## src/rtl/mem_access_pkg.sv

```systemverilog
// Shared types and constants for the load/store unit: funct3 encodings,
// FSM state type, base byte-strobe patterns and the access legality check.
package mem_access_pkg;

  localparam logic [2:0] F3_B  = 3'b000;
  localparam logic [2:0] F3_H  = 3'b001;
  localparam logic [2:0] F3_W  = 3'b010;
  localparam logic [2:0] F3_BU = 3'b100;
  localparam logic [2:0] F3_HU = 3'b101;

  localparam logic [3:0] STRB_B = 4'b0001;
  localparam logic [3:0] STRB_H = 4'b0011;
  localparam logic [3:0] STRB_W = 4'b1111;

  typedef enum logic [1:0] {
    IDLE  = 2'd0,
    ISSUE = 2'd1,
    WAIT  = 2'd2,
    RESP  = 2'd3
  } state_e;

  // Illegal funct3 for the direction, or a half/word access off its natural boundary.
  function automatic logic access_err(input logic we, input logic [2:0] f3,
                                      input logic [1:0] off);
    logic err;
    err = 1'b0;
    case (f3)
      F3_B:    err = 1'b0;
      F3_H:    err = off[0];
      F3_W:    err = (off != 2'b00);
      F3_BU:   err = we;
      F3_HU:   err = we | off[0];
      default: err = 1'b1;
    endcase
    return err;
  endfunction

endpackage

```

## src/rtl/mem_load_align.sv

```systemverilog
// Load data alignment: picks the byte/half lane out of the SRAM word and
// sign- or zero-extends it according to funct3.
module mem_load_align
  import mem_access_pkg::*;
(
  input  logic [31:0] word_i,
  input  logic [2:0]  funct3_i,
  input  logic [1:0]  off_i,
  output logic [31:0] data_o
);

  logic [7:0]  byte_sel;
  logic [15:0] half_sel;

  // Lane select followed by extension.
  always_comb begin
    byte_sel = word_i[{off_i, 3'b000} +: 8];
    half_sel = off_i[1] ? word_i[31:16] : word_i[15:0];
    case (funct3_i)
      F3_B:    data_o = {{24{byte_sel[7]}}, byte_sel};
      F3_BU:   data_o = {24'b0, byte_sel};
      F3_H:    data_o = {{16{half_sel[15]}}, half_sel};
      F3_HU:   data_o = {16'b0, half_sel};
      default: data_o = word_i;
    endcase
  end

endmodule

```

## src/rtl/mem_access_unit.sv

```systemverilog
// Load/store stage in front of the byte-lane data SRAM. One request at a
// time; every output is registered.
//
// state | meaning
// IDLE  | ready for a request; errors go straight to RESP
// ISSUE | one cycle driving SRAM address/read/strobes
// WAIT  | SRAM read data valid; align and register the load result
// RESP  | one-cycle response pulse
module mem_access_unit
  import mem_access_pkg::*;
#(
  parameter int WORD_ADDR_BITS = 14,
  parameter int DATA_WIDTH     = 32
) (
  input  logic                      clk_i,
  input  logic                      rst_ni,
  input  logic                      req_valid_i,
  output logic                      req_ready_o,
  input  logic                      req_we_i,
  input  logic [2:0]                req_funct3_i,
  input  logic [31:0]               req_addr_i,
  input  logic [DATA_WIDTH-1:0]     req_wdata_i,
  output logic                      resp_valid_o,
  output logic                      resp_err_o,
  output logic [DATA_WIDTH-1:0]     resp_rdata_o,
  output logic [WORD_ADDR_BITS-1:0] sram_addr_o,
  output logic                      sram_read_o,
  output logic [3:0]                sram_write_o,
  output logic [DATA_WIDTH-1:0]     sram_di_o,
  input  logic [DATA_WIDTH-1:0]     sram_do_i
);

  state_e state_q, state_d;
  logic       we_q;
  logic [2:0] f3_q;
  logic [1:0] off_q;

  logic                      req_ready_q, req_ready_d;
  logic                      resp_valid_q, resp_valid_d;
  logic                      resp_err_q, resp_err_d;
  logic [DATA_WIDTH-1:0]     resp_rdata_q, resp_rdata_d;
  logic [WORD_ADDR_BITS-1:0] sram_addr_q, sram_addr_d;
  logic                      sram_read_q, sram_read_d;
  logic [3:0]                sram_write_q, sram_write_d;
  logic [DATA_WIDTH-1:0]     sram_di_q, sram_di_d;

  logic                  accept;
  logic                  acc_err;
  logic [DATA_WIDTH-1:0] load_data;

  // Address bits above the SRAM range alias and are deliberately dropped.
  logic unused_addr_hi;
  assign unused_addr_hi = ^req_addr_i[31:WORD_ADDR_BITS+2];

  assign accept  = req_valid_i & req_ready_q;
  assign acc_err = access_err(req_we_i, req_funct3_i, req_addr_i[1:0]);

  mem_load_align u_align (
    .word_i   (sram_do_i),
    .funct3_i (f3_q),
    .off_i    (off_q),
    .data_o   (load_data)
  );

  // State register.
  always_ff @(posedge clk_i) begin
    if (!rst_ni) state_q <= IDLE;
    else         state_q <= state_d;
  end

  // Capture the request fields needed after ISSUE.
  always_ff @(posedge clk_i) begin
    if (!rst_ni) begin
      we_q  <= 1'b0;
      f3_q  <= 3'b000;
      off_q <= 2'b00;
    end else if (accept) begin
      we_q  <= req_we_i;
      f3_q  <= req_funct3_i;
      off_q <= req_addr_i[1:0];
    end
  end

  // Next-state logic.
  always_comb begin
    state_d = state_q;
    case (state_q)
      IDLE:    if (accept) state_d = acc_err ? RESP : ISSUE;
      ISSUE:   state_d = we_q ? RESP : WAIT;
      WAIT:    state_d = RESP;
      RESP:    state_d = IDLE;
      default: state_d = IDLE;
    endcase
  end

  // Next values of the registered outputs; the SRAM command is formed from
  // the request as it is accepted so it appears exactly in ISSUE.
  always_comb begin
    req_ready_d  = (state_d == IDLE);
    resp_valid_d = (state_d == RESP);
    resp_err_d   = (state_q == IDLE) && (state_d == RESP);
    resp_rdata_d = (state_q == WAIT) ? load_data : '0;
    sram_addr_d  = sram_addr_q;
    sram_read_d  = 1'b0;
    sram_write_d = 4'b0000;
    sram_di_d    = sram_di_q;
    if ((state_q == IDLE) && (state_d == ISSUE)) begin
      sram_addr_d = req_addr_i[WORD_ADDR_BITS+1:2];
      if (req_we_i) begin
        case (req_funct3_i)
          F3_B: begin
            sram_write_d = STRB_B << req_addr_i[1:0];
            sram_di_d    = {4{req_wdata_i[7:0]}};
          end
          F3_H: begin
            sram_write_d = STRB_H << {req_addr_i[1], 1'b0};
            sram_di_d    = {2{req_wdata_i[15:0]}};
          end
          default: begin
            sram_write_d = STRB_W;
            sram_di_d    = req_wdata_i;
          end
        endcase
      end else begin
        sram_read_d = 1'b1;
      end
    end
  end

  // Output registers.
  always_ff @(posedge clk_i) begin
    if (!rst_ni) begin
      req_ready_q  <= 1'b1;
      resp_valid_q <= 1'b0;
      resp_err_q   <= 1'b0;
      resp_rdata_q <= '0;
      sram_addr_q  <= '0;
      sram_read_q  <= 1'b0;
      sram_write_q <= 4'b0000;
      sram_di_q    <= '0;
    end else begin
      req_ready_q  <= req_ready_d;
      resp_valid_q <= resp_valid_d;
      resp_err_q   <= resp_err_d;
      resp_rdata_q <= resp_rdata_d;
      sram_addr_q  <= sram_addr_d;
      sram_read_q  <= sram_read_d;
      sram_write_q <= sram_write_d;
      sram_di_q    <= sram_di_d;
    end
  end

  assign req_ready_o  = req_ready_q;
  assign resp_valid_o = resp_valid_q;
  assign resp_err_o   = resp_err_q;
  assign resp_rdata_o = resp_rdata_q;
  assign sram_addr_o  = sram_addr_q;
  assign sram_read_o  = sram_read_q;
  assign sram_write_o = sram_write_q;
  assign sram_di_o    = sram_di_q;

endmodule

```

## config.mk

```make
export PLATFORM = sky130hd
export DESIGN_NAME = mem_access_unit
export DESIGN_NICKNAME = d
export VERILOG_FILES = /design/src/rtl/mem_access_pkg.sv /design/src/rtl/mem_load_align.sv /design/src/rtl/mem_access_unit.sv
export SDC_FILE = /design/constraint.sdc
export NUM_CORES = 1
export LEC_CHECK = 0
export BUFFER_PORTS_ARGS = -buffer_cell sky130_fd_sc_hd__buf_2
export CAP_MARGIN = 0
export CORE_AREA = 2 2 107 109
export CTS_CLUSTER_SIZE = 30
export DETAILED_ROUTE_END_ITERATION = 8
export DIE_AREA = 0 0 109 111
export PLACE_DENSITY = 0.68
export SLEW_MARGIN = 30
export SYNTH_ARGS = -nofsm -noshare
export SYNTH_HDL_FRONTEND = slang
export SYNTH_SLANG_ARGS = --single-unit
export TNS_END_PERCENT = 50
```

## constraint.sdc

```tcl
create_clock -name clk_i -period 5.13 [get_ports clk_i]
set_clock_uncertainty 0.05 [all_clocks]
set_input_delay 0.2565 -clock clk_i [delete_from_list [all_inputs] [get_ports clk_i]]
set_output_delay 0.2565 -clock clk_i [all_outputs]
set_load 0.03 [all_outputs]
```

==> Word-level counts from Yosys, hierarchy flattened <==
Index checks and enable logic that the tools add are counted.
{ "totals": {"regBits": 94, "elab_cells": 50, "out_inout_bits": 86, "in_bits": 103} }
{ "op_classes": {"n_shift": 3, "n_bitwise": 2, "muxes": 10, "n_eq_ne": 12, "reduce_logical": 11} }
{ "op_table": {"columns": ["cell", "n"], "rows": [
  ["case mux 32 bit (4 select lines)", 1],
  ["case mux 32 bit (2 select lines)", 1],
  ["variable part select 32 x 6 -> 8 bit", 1],
  ["two-way mux 16 bit", 1],
  ["== test 3 bit, second input constant", 4],
  ["case mux 2 bit (4 select lines)", 1],
  ["case mux 4 bit (2 select lines)", 1],
  ["== test 2 bit, second input constant", 3],
  ["== test 3 x 1 -> 1 bit, second input constant", 2],
  ["logical NOT 3 bit", 2],
  ["AND reduction 2 bit", 3],
  ["case mux 1 bit (5 select lines)", 1],
  ["== test 2 x 1 -> 1 bit, second input constant", 2],
  ["logical NOT 2 bit", 2],
  ["two-way mux 2 bit", 2],
  ["<< shifter 1 x 2 -> 4 bit, first input constant", 1],
  ["<< shifter 2 x 2 -> 4 bit, first input constant", 1],
  ["== test 3 x 2 -> 1 bit, second input constant", 1],
  ["AND reduction 3 bit", 1],
  ["logical AND 1 bit", 2],
  ["two-way mux 1 bit", 2],
  ["nonzero test 2 bit", 1],
  ["bitwise AND 1 bit", 1],
  ["OR 1 bit", 1]
]} }

==> Logic depth before layout (Yosys ltp) <==
Gate-level depths: netlist of run 1.
{ "depth": {"word_depth": 8, "depth_mapped": 8, "mapped_depth_nobuf": 6} }

==> Modules after synthesis <==
From an unflattened synthesis of run 1, not the netlist that was laid out.
{ "hier_totals": {"cells_unflattened": 478, "hier_area_um2": 4675.7} }
{ "modules_own_cells": {"columns": ["mod", "cells_each", "area_per_inst_um2", "instances", "seq_area_each_um2"], "rows": [
  ["mem_access_unit", 382, 3829.9, 1, 1881.8],
  ["mem_load_align", 96, 845.8, 1, 0.0]
]} }

==> Worst setup path before layout of run 1 <==
OpenSTA, ideal clock, no wires.
{ "synth_timing": {"path_kind": "register to register", "from": "reg state_q[0]", "to": "reg sram_di_q[30] (netlist: sram_di_o[30])", "setup_ns": 0.072, "path_stages_with_launch": 9, "path_slack_ns": 3.120, "arrival_time_ns": 1.888, "n_path_buf": 2, "t_required_ns": 5.008, "period_less_slack_ns": 2.010, "path_cell_list": "dfxtp_1 > inv_1 > ha_1 > nor2b_1 > a211oi_4 > and3_1 > buf_6 > buf_12 > mux2i_1"} }
{ "synth_via": {"elab_chain_cells": 5, "word_cells_on_any_way": 9, "cone_classes": "eq/ne (4); mux (2); reduce/logical (3)"} }
{ "synth_rtl": {"columns": ["element", "line", "rtl"], "rows": [
  ["from (decl)", "mem_access_unit.sv:33", "state_e state_q, state_d;"],
  ["from (signal assigned)", "mem_access_unit.sv:68", "else state_q <= state_d;"],
  ["== test 2 bit, or another cell as far along", "mem_access_unit.sv:87", "case (state_q)"],
  ["case mux 2 bit (4 select lines)", "mem_access_unit.sv:87", null],
  ["== test 2 x 1 -> 1 bit", "mem_access_unit.sv:107", "if ((state_q == IDLE) && (state_d == ISSUE)) begin"],
  ["logical AND 1 bit (*)", "mem_access_unit.sv:107", null],
  ["AND reduction 2 bit (no source line) (*)", null, null],
  ["to (signal assigned)", "mem_access_unit.sv:149", "sram_di_q <= sram_di_d;"],
  ["to (decl)", "mem_access_unit.sv:45", "logic [DATA_WIDTH-1:0] sram_di_q, sram_di_d;"]
]} }
Every way passes the cells marked *; elsewhere a longest branch is shown, timed or not.
A chain may end at the register's enable or synchronous reset.

==> Worst setup path in the final report of run 1 <==
{ "layout_timing": {"from": "reg state_q[0]", "to": "reg sram_di_q[0] (netlist: sram_di_o[0])"} }
Same word-level chain as after synthesis.

==> impl_metrics.toml, run 1 <==
[run_status]
status = "finished, final reports clean"

[cts]
cts_resized = 0
post_cts_buffers = 0
cts_tree = "built"
ctsHoldBuffers = 0
htreeDepth = 3
cts_buffers = 9
cts.sinks = 94
clk_pin_slew_ns = 0.07
clock_path_buffers = 2
clock_latency_ns = 0.34
root_buffer = "clkbuf_16"

[finish]
drive_gt1_frac = 0.342
n_fill_cell = 1060
finalNetCount = 739
area_delta_synth_final_pct = 29.1
n_antenna_cell = 0
final_cells = 780
final_util = 0.500

[power_and_ir_drop]
clockPowerShare = 0.279
power.leakage_uw = 0.00258
swShare = 0.391
p_total_uw = 2940
ir_drop_mv = 0.241
switchingPower_uw = 1150
p_seq_frac = 0.336
intPower_uw = 1790
comb_power_share = 0.385
p_per_area_nw_per_um2 = 531

[die]
die_area_um2 = 12100
initial_core_util = 0.387
fp.dieH_um = 111
die_x_um = 109
placeableCoreArea_um2 = 11100
ios = 189
row_count = 39

[critical_path]
critPathTopFamily = "simple AND/OR/NAND/NOR gates"
cp_max_fo = 17
start_kind = "register"
critPathRequiredTime_ns = 5.35
cp_slowest_cell = "and3_1"
critPathMaxStageDelay_ns = 0.89
path_cells = "inv_1, ha_1, nor2b_1, a211oi_4, and3_1, mux2i_1"
worst-path-buf-inv = 1
criticalPathCategory = "reg2reg"
critPathArrivalTime_ns = 2.91
setup.worst_path.end_class = "register"

[drt]
routed_wl_mm = 12.3
drt-initial-drc-count = 279
top_layer = "met4"
drc = 0
vias_per_cell = 5.21
wire_per_inst_um = 15.7
met1_length_mm = 5.08
met2_length_mm = 5.75
via_count = 4061
dr.pass1.iters = 4
met3_length_mm = 1.04
ant_nets = 0

[synth]
yosysSeqAreaShare = 0.439
syn_nets = 588
synthArstFlopShare = 0
yosysWarningCount = 0
synth_cells = 481
ys_types = 48
synth_flop_cell = "dfxtp_1"
syn_area_per_cell_um2 = 8.91
syn_area_um2 = 4290
synth-edff-count = 0
ys_seq_elements = 94

[global_routing]
grt_pass1_wl_mm = 19.3
grt.total_usage = 0.203
antenna_found_initial = 0
grt_max_degree = 82
grt_pass1_vias = 3980
grt-ovfl-total = 0

[timing]
fin_crit_ns = 2.69
period_share = 0.525
fin_setup_tns_ns = 0
rsz0062_at_grt = "false"
holdWs_ns = 0.0995
setup_viol = 0
relSlewSlack = 0.350
final_hold_viol_count = 0
timing.fmax_ghz = 0.371
tightestPinTransition_ns = 0.974
slew_viol_final = 0

[placement]
dp_cells = 764
port_buffers = 172
routabilityCongestion = 0.849
dpl.hpwl_mm = 9.08

[worst_hold_path]
hold_class = "in2reg"

[job]
cap_violations = 0
## power by group through the flow
| stage | sequential (µW) | combinational, µW | clock (µW) |
|---|---|---|---|
| after global placement | 991 | 1110 | 0 |
| after floorplan | 1270 | 592 | 0 |
| after CTS | 985 | 1130 | 835 |
| after detailed placement | 997 | 1130 | 0 |
| final | 986 | 1130 | 821 |
| after global routing | 1010 | 1220 | 859 |
## cell families after synthesis
logic type,after synthesis,share of synthesized area
compound gates,100,0.170
buf+inv,48,0.0546
fa+ha+maj,4,0.0117
mux,64,0.155
simple gates,171,0.170
flops,94,0.439
## stage by stage
step	cell area [µm²]	worst slack, ns
floorplan	4290	3.12
global placement	5160	2.52
detailed placement	5160	2.47
CTS	5530	2.44
global route	5530	2.24
finish	5530	2.44
## worst paths after layout
| check | start | end | slack (ns) | depth (start not counted) |
|---|---|---|---|---|
| worst max register to register | state_q[0] | sram_di_o[0] | 2.44 | 6 |
| worst max-delay path | state_q[0] | sram_di_o[0] | 2.44 | 6 |
| worst min register to register | sram_di_o[22] | sram_di_o[22] | 0.41 | 2 |
| worst min-delay path | req_addr_i[12] | sram_addr_o[10] | 0.1 | 3 |
## sequential cells by signal (all words and copies together) (netlist names)
signal and cells:
sram_read_o 1, off_q 2, we_q 1, resp_err_o 1, sram_write_o 4, f3_q 3
sram_di_o 32, req_ready_o 1, state_q 2, sram_addr_o 14, resp_rdata_o 32, resp_valid_o 1
## final cells by class
type                            instances  area (µm²)  share of cell area
Timing Repair Buffer                  175         883               0.160
Multi-Input combinational cell        339        2170               0.392
Clock buffer                            9         225              0.0407
Inverter                               13        48.8             0.00882
Sequential cell                        94        1880               0.340
Clock inverter                          7         143              0.0258
Tap cell                              143         179              0.0323
## synth_stat cells, drive strengths merged (3+ instances only)
cell type / n / share of area
dfxtp: 94 / 0.44
nor3: 11 / 0.014
nor2: 9 / 0.0079
a31oi: 12 / 0.018
buf: 15 / 0.026
o21ai: 12 / 0.015
ha: 4 / 0.012
a2111oi: 3 / 0.0061
nand2: 132 / 0.12
a211oi: 14 / 0.037
a221oi: 7 / 0.014
inv: 12 / 0.011
nor2b: 7 / 0.010
mux2: 8 / 0.021
mux2i: 55 / 0.13
o211ai: 8 / 0.014
a21oi: 27 / 0.032
nand2b: 3 / 0.0044
clkbuf: 20 / 0.018
## worst register-to-register path: cells and delay by family (launching register included)
| family | cells | cell delay, ns |
|---|---|---|
| mux | 1 | 0.28 |
| fa+ha+maj | 1 | 0.27 |
| simple gates | 2 | 1.09 |
| flops | 1 | 0.35 |
| buf+inv | 1 | 0.08 |
| compound gates | 1 | 0.51 |
## layer usage
layer  GRT usage  vias up
li1            -     1977
met1       0.245     1890
met2       0.333      167
met3      0.0464       27
met4       0.104        0
met5           0        -
## cell usage in the layout, fill, tap and decap left out, drive strengths merged, types with 9 or more instances in the layout
cell type	count
inv	14
o21ai	12
nor3	11
dfxtp	94
buf	175
nor2	9
a211oi	14
clkbuf	9
a31oi	12
a21oi	27
mux2i	55
nand2	132
(Power assumes the default switching activity.)
==> inputs of run 2 (changes only) <==
- clock period: 5.13 -> 2.6 ns (I/O delays scaled with it)
==> run 2 against run 1 <==
Clock power grew 85%. Flip-flop and latch count unchanged. Final area up 3.3%. Worst setup slack got worse by 2.2 ns. Sequential share of layout area is 1.1 points lower. Non-clock buffer count rose by 23. Cell count increased by 2.8%. Critical path depth unchanged. Sequential power up 96%. Power rose by 97%. Critical endpoint is now sram_addr_o[8]. Highest routed layer unchanged.
==> impl_metrics.toml, run 2 (synthesis gave the netlist of run 1 again) <==
[global_routing]
antenna_found_initial = 0
grt_pass1_wl_mm = 20.1
grt-ovfl-total = 0
grt_max_degree = 46
grt_pass1_vias = 4137
grt.total_usage = 0.211

[drt]
wire_per_inst_um = 15.8
drt-initial-drc-count = 209
ant_nets = 0
dr.pass1.iters = 4
drc = 0
via_count = 4124
vias_per_cell = 5.14
routed_wl_mm = 12.7

[cts]
cts_buffers = 9
root_buffer = "clkbuf_16"
clk_pin_slew_ns = 0.06
cts_resized = 0
cts.sinks = 94
htreeDepth = 3
post_cts_buffers = 0
clock_path_buffers = 2
clock_latency_ns = 0.33
cts_tree = "built"

[critical_path]
start_kind = "register"
path_cells = "inv_1, ha_1, nor2_1, a31o_1, and4_1, mux2i_1"
setup.worst_path.end_class = "register"
critPathRequiredTime_ns = 2.80
criticalPathCategory = "reg2reg"
critPathArrivalTime_ns = 2.58
critPathMaxStageDelay_ns = 0.80
cp_max_fo = 14
cp_slowest_cell = "and4_1"

[placement]
routabilityCongestion = 0.928
dpl.hpwl_mm = 9.47
port_buffers = 172
dp_cells = 773

[job]
cap_violations = 0

[die]
die_area_um2 = 12100
initial_core_util = 0.387
row_count = 39
ios = 189
placeableCoreArea_um2 = 11100
fp.dieH_um = 111
die_x_um = 109

[timing]
timing.fmax_ghz = 0.421
final_hold_viol_count = 0
slew_viol_final = 0
period_share = 0.913
fin_crit_ns = 2.37
rsz0062_at_grt = "false"
setup_viol = 0
fin_setup_tns_ns = 0
relSlewSlack = 0.435
tightestPinTransition_ns = 0.848

[finish]
area_delta_synth_final_pct = 33.5
final_common_cell = "buf_2"
drive_gt1_frac = 0.343
finalNetCount = 762
final_cells = 802
n_antenna_cell = 0
final_util = 0.516
final_cell_mix = "buf_2 (172), nand2_1 (131), dfxtp_1 (94), mux2i_1 (55), a21oi_1 (27)"

[power_and_ir_drop]
power.leakage_uw = 0.00267
p_total_uw = 5770
comb_power_share = 0.403
p_seq_frac = 0.334
swShare = 0.393
switchingPower_uw = 2270
clockPowerShare = 0.263
intPower_uw = 3510
p_per_area_nw_per_um2 = 1010
ir_drop_mv = 0.597

[worst_hold_path]
hold_class = "in2reg"

[run_status]
status = "finished, final reports clean"
==> run 2: changes by cell type in the layout (fill, tap and decap cells not counted), sizes merged <==
cell         delta
clkinvlp        +1
clkbuf          +1
dlygate4sd3    +14
clkinv          -1
inv             -1
bufinv          -1
buf             +9
==> run 2: worst max-delay path, delay by kind of cell (launching register included) <==
kind / cells / cell delay (ns)
AOI/OAI and AO/OA: 1 / 0.25
DFF: 1 / 0.36
adders and majority gates: 1 / 0.31
and+or+nand+nor: 2 / 0.94
muxes: 1 / 0.28
buffers and inverters: 1 / 0.09
==> run 2: power by group through the flow <==
stage	Sequential (µW)	Combinational [µW]	Clock, µW
after floorplan	2510	1170	0
after global placement	1940	2260	0
after detailed placement	1950	2310	0
after CTS	1930	2330	1540
after global routing	1970	2500	1600
final	1930	2330	1520
==> run 2: repair_timing <==
item | 4_1_cts | 5_1_grt
hold endpoints to repair | 13 | 1
setup endpoints to repair | 0 | 0
hold buffers | 13 | 1
==> run 2: per-layer routing <==
metal,track usage,vias up,part of all wire,wire length (µm)
met5,0,-,0,0
met4,0.0855,0,0.028,353
li1,-,2023,-,-
met3,0.0511,29,0.086,1080
met2,0.371,180,0.48,6120
met1,0.242,1892,0.40,5100
==> run 2: metrics by stage <==
step                      hold slack [ns]  cell area [µm²]  worst slack [ns]
after detailed placement            0.340             5230             0.163
after global placement              0.327             5230             0.297
after CTS                         0.00122             5710             0.149
final                              0.0116             5720             0.226
after floorplan                     0.159             4290             0.590
after global routing               0.0142             5720            0.0652
==> run 2: final timing paths <==
check,startpoint,to,slack [ns],cells past startpoint
worst max-delay path,state_q[0],sram_addr_o[8],0.23,6
worst min-delay path,sram_do_i[5],resp_rdata_o[5],0.01,2
worst max register to register,state_q[0],sram_addr_o[8],0.23,6
worst min register to register,sram_addr_o[7],sram_addr_o[7],0.40,2
==> run 2: area by class of cell <==
cell class,count,area (µm²)
clock buffers,10,239
repair buffers,198,1090
inverters,13,48.8
multi-input cells,339,2170
well taps,143,179
flip-flops and latches,94,1880
clock inverters,5,106
fillers,1013,5360
